===== src/rtl/limit_counter.sv =====
`default_nettype none
// ============================================================================
//  Module      : limit_counter
//  Description : Start/pause/acknowledge up-counter. An accepted start captures
//                a terminal value and counts up from zero to it, then waits in
//                DONE for an acknowledge before returning to IDLE.
//  Revision    : 1.0 - initial release
// ----------------------------------------------------------------------------
//  Ports
//    clk    in   1      rising-edge clock
//    rst    in   1      synchronous active-high reset
//    start  in   1      begin a run (looked at only in IDLE)
//    limit  in   WIDTH  terminal value, captured when start is accepted
//    pause  in   1      freeze counting while high in COUNT
//    ack    in   1      release DONE (looked at only in DONE)
//    count  out  WIDTH  current count value (registered)
//    busy   out  1      high exactly while in COUNT (registered)
//    done   out  1      high exactly while in DONE (registered)
// ============================================================================
module limit_counter #(
    parameter int WIDTH = 4
) (
    input  logic             clk,
    input  logic             rst,
    input  logic             start,
    input  logic [WIDTH-1:0] limit,
    input  logic             pause,
    input  logic             ack,
    output logic [WIDTH-1:0] count,
    output logic             busy,
    output logic             done
);

    localparam logic [1:0]       c_IDLE  = 2'd0;
    localparam logic [1:0]       c_COUNT = 2'd1;
    localparam logic [1:0]       c_DONE  = 2'd2;
    localparam logic [WIDTH-1:0] c_ZERO  = '0;
    localparam logic [WIDTH-1:0] c_ONE   = {{(WIDTH-1){1'b0}}, 1'b1};

    logic [1:0]       r_state;
    logic [WIDTH-1:0] r_lim;
    logic [WIDTH-1:0] r_count;
    logic             r_busy;
    logic             r_done;
    logic [WIDTH-1:0] w_count_inc;

    // In COUNT the count is always strictly below r_lim, so this increment
    // can never wrap; the run stops on the edge it equals r_lim.
    assign w_count_inc = r_count + c_ONE;

    always_ff @(posedge clk) begin
        if (rst) begin
            r_state <= c_IDLE;
            r_lim   <= c_ZERO;
            r_count <= c_ZERO;
            r_busy  <= 1'b0;
            r_done  <= 1'b0;
        end else begin
            case (r_state)
                c_IDLE: begin
                    r_count <= c_ZERO;
                    if (start) begin
                        r_lim <= limit;
                        // A zero limit has nothing to count: go straight to DONE.
                        if (limit != c_ZERO) begin
                            r_state <= c_COUNT;
                            r_busy  <= 1'b1;
                        end else begin
                            r_state <= c_DONE;
                            r_done  <= 1'b1;
                        end
                    end
                end
                c_COUNT: begin
                    if (!pause) begin
                        r_count <= w_count_inc;
                        if (w_count_inc == r_lim) begin
                            r_state <= c_DONE;
                            r_busy  <= 1'b0;
                            r_done  <= 1'b1;
                        end
                    end
                end
                c_DONE: begin
                    // start in the acknowledging cycle is ignored: it is only
                    // looked at from IDLE, which is entered on this edge.
                    if (ack) begin
                        r_state <= c_IDLE;
                        r_count <= c_ZERO;
                        r_done  <= 1'b0;
                    end
                end
                default: begin
                    r_state <= c_IDLE;
                    r_count <= c_ZERO;
                    r_busy  <= 1'b0;
                    r_done  <= 1'b0;
                end
            endcase
        end
    end

    assign count = r_count;
    assign busy  = r_busy;
    assign done  = r_done;

endmodule
`default_nettype wire

===== config.mk =====
export PLATFORM = sky130hd
export DESIGN_NAME = limit_counter
export DESIGN_NICKNAME = d
export VERILOG_FILES = /design/src/rtl/limit_counter.sv
export SDC_FILE = /design/constraint.sdc
export NUM_CORES = 1
export LEC_CHECK = 0
export CORE_MARGIN = 4
export CORE_UTILIZATION = 35
export DETAILED_ROUTE_END_ITERATION = 12
export HOLD_SLACK_MARGIN = 0.1
export PLACE_DENSITY = 0.7
export SYNTH_ARGS = -nofsm -noshare
export SYNTH_HDL_FRONTEND = slang
export SYNTH_SLANG_ARGS = --single-unit
export TNS_END_PERCENT = 10

===== constraint.sdc =====
create_clock -name clk -period 1.7 [get_ports clk]
set_input_delay 0.34 -clock clk [delete_from_list [all_inputs] [get_ports clk]]
set_output_delay 0.34 -clock clk [all_outputs]
set_load 0.01 [all_outputs]

==> impl_summary.log <==
[metrics] IO Count: 15
[metrics] number of hold-slack violations in the final timing report: 0
[metrics] routed wl met3: 71 microns
[metrics] largest voltage drop on the vdd net: 0.000399 V
[metrics] CTS tree: yes
[metrics] number of violations of the max-capacitance limit: 0
[metrics] number of warnings printed during yosys synthesis: 0
[metrics] Post-Synthesis Net Count: 80
[metrics] Nets: 102
[metrics] leading post-synthesis cells by cell area: dfxtp_1, mux2i_1, xnor2_1
[metrics] area added between synthesis and finish: 33.6%
[metrics] maximum achievable frequency: 0.617 GHz
[metrics] WL final: 1410 microns
[metrics] launch point of the worst path: count[0]
[metrics] max-slew violation count: 0
[metrics] number of cells upsized or downsized after cts: 0
[metrics] number of buffers created by CTS: 3
[metrics] worst slack on hold paths: 510 ps
[metrics] number of diodes: 0
[metrics] maximum level of the CTS H-tree: 1
[metrics] largest fanout on the critical path: 4
[metrics] Post-Layout Inst Area: 876 sq um
[metrics] setup TNS: 0 ps
[metrics] Synth top area share: 36.6%
[metrics] pin slew with the least headroom to its limit: 329 ps
[metrics] cells after synthesis: 70
[metrics] status: completed
[metrics] sequential cell area fraction in the yosys report: 36.6%
[metrics] Clock Tree Root: clkbuf_4
[metrics] CTS Hold Bufs: 0
[metrics] number of routed nets with antenna violations: 0
[metrics] via density per instance: 5.10
[metrics] worst setup slack for register-to-register paths: 190 ps
[metrics] cell depth of the worst hold path: 2
[metrics] CORE AREA: 1750 sq um
[metrics] post-synthesis cell area: 656 sq um
[metrics] first-pass GRT wire length: 2420 microns
[metrics] Post-synth EDFFs: 0
[metrics] final setup violation count: 0
[metrics] total die area: 2630 sq um
[metrics] global route overflow: 0
[metrics] length of routed met2 wiring: 604 microns
[metrics] worst setup path category: register to output port
[metrics] post-route total power: 0.000637 W
[metrics] Port Buffers: 14
[metrics] number of placement rows: 15
[metrics] startpoint class of the critical path: register
[metrics] worst reg2reg path endpoint: r_state[1]
[metrics] largest area contributor in the netlist: dfxtp_1
[metrics] maximum number of pins on one net before global-route repair: 11
[metrics] maximum clock path buffer count: 2
[metrics] number of distinct library cells after synthesis: 32
[metrics] fraction of registers with async set/reset: 0%
[metrics] worst hold path class: register to register
[metrics] vias in the first global route: 576
[metrics] clock period minus worst slack: 1620 ps
[metrics] overall via count from detail_route: 587
[metrics] worst flop-to-flop path startpoint: count[1]
[metrics] vertical die dimension: 51.3 microns
[metrics] Met1 Routed Length: 695 microns
[metrics] setup skew after layout: 1.46 ps
[metrics] final routed wire length divided by cell count: 12.2 microns
[metrics] critical path endpoint category: output port
[metrics] detailed-routing iteration count for the pre-antenna-repair pass: 2
[metrics] share of the core filled with cells in the final layout: 50.2%
[metrics] Register-to-Register Path Depth: 5
[metrics] commonest cells after routing, fill and taps aside: clkdlybuf4s50_1, dfxtp_1, nor2_1
[metrics] primary flip-flop cell chosen by synthesis mapping: dfxtp_1
[metrics] unrepaired setup endpoints after global routing: no
[metrics] most common cell after layout, fill and taps aside: clkdlybuf4s50_1
[metrics] Synth Register Bits: 12
[metrics] clock-pin slew on the worst setup and hold paths: 70 ps
[metrics] sum of net half-perimeters after detailed placement: 1120 microns
[metrics] power per standard cell area: 727 nW/um^2
[metrics] post-CTS setup buffer count: 0
[metrics] insertion delay of the later-clocked pin in the worst-skew pair: 270 ps
[metrics] static leakage: 0.320 nW
[metrics] number of DRC markers in iteration 0: 3
[metrics] uppermost layer routed: met4
[metrics] share of the clock period used by the worst path: 95.4%
[metrics] Overall Global Routing Usage: 12.3%
[metrics] capturing instance or port of the critical path: count[0]
[metrics] arrival time at the worst endpoint: 1280 ps
[metrics] headroom to the max-slew limit: 78.0%
[metrics] Initial Util: 37.6%
[metrics] horizontal die dimension: 51.3 microns
[metrics] clock sinks: 12
[metrics] Avg Inst Size Synth: 9.37 sq um
[metrics] GP Congestion: 0.759
[metrics] area of placed instances: 853 sq um
[metrics] Req. time, crit path: 1360 ps
[metrics] residual DRC count: 0
[metrics] layout cells sized above 1: 15.6%
[metrics] initial antenna violation count: 0
==> how the worst min path moves through the flow <==
| stage | from | endpoint | slack, ps |
|---|---|---|---|
| CTS | done | done | 510 |
| finish | done | done | 510 |
| global route | done | done | 530 |
| detailed placement | done | done | 500 |
| global placement | done | done | 480 |
| floorplan | r_lim[1] | r_lim[1] | 480 |
==> synthesized netlist by cell type (2+ instances only) <==
cell,instances
nor2_1,8
o21a_1,2
a22oi_1,2
a21oi_1,5
inv_1,3
nand2_1,2
dfxtp_1,12
nor4_1,2
mux2i_1,5
o21ai_0,2
xnor2_1,5
nor3_1,2
==> per-layer routing <==
layer  global-route usage [%]  vias up
met3                     3.21        5
li1                         -      294
met1                     14.4      274
met4                     7.86        0
met2                     19.7       14
met5                        0        -
==> cell families (layout without fill, tap and decap cells) <==
family	after synthesis	in the layout	share of synthesized area (%)
and+or+nand+nor	26	26	26.5
xor gates and xnor gates	6	6	8.02
buffers and inverters	5	25	3.43
adders and majority gates	1	1	1.91
muxes	5	5	7.63
AOI/OAI and AO/OA	15	15	15.8
DFF	12	12	36.6
==> through the flow <==
stage                     worst slack [ps]  std cells
after floorplan                        236         70
after global placement               -16.4        112
after detailed placement             -53.1        112
after CTS                             67.9        115
after global routing                  25.9        115
final                                 78.3        115
==> power breakdown <==
group	total, W	internal (W)	switching, W
logic	0.000145	0.0000810	0.0000642
clock network	0.000178	0.0000821	0.0000962
registers	0.000313	0.000298	0.0000155
==> critical path: stages, from the launching register on <==
cell and delay (ps):
dfxtp_1 330, buf_4 140, clkdlybuf4s50_1 530
==> flip-flops by register name, indices dropped and copies added, names as in the netlist <==
name	cells
r_state	2
busy	1
r_lim	4
done	1
count	4
==> cell type report <==
cell class	instances	area, sq um
fill	166	870
tap	25	31.3
multi-input combinational	53	393
clock buffer	3	22.5
inverter	3	11.3
timing repair buffer	19	178
sequential	12	240
(Power assumes the default switching activity.)
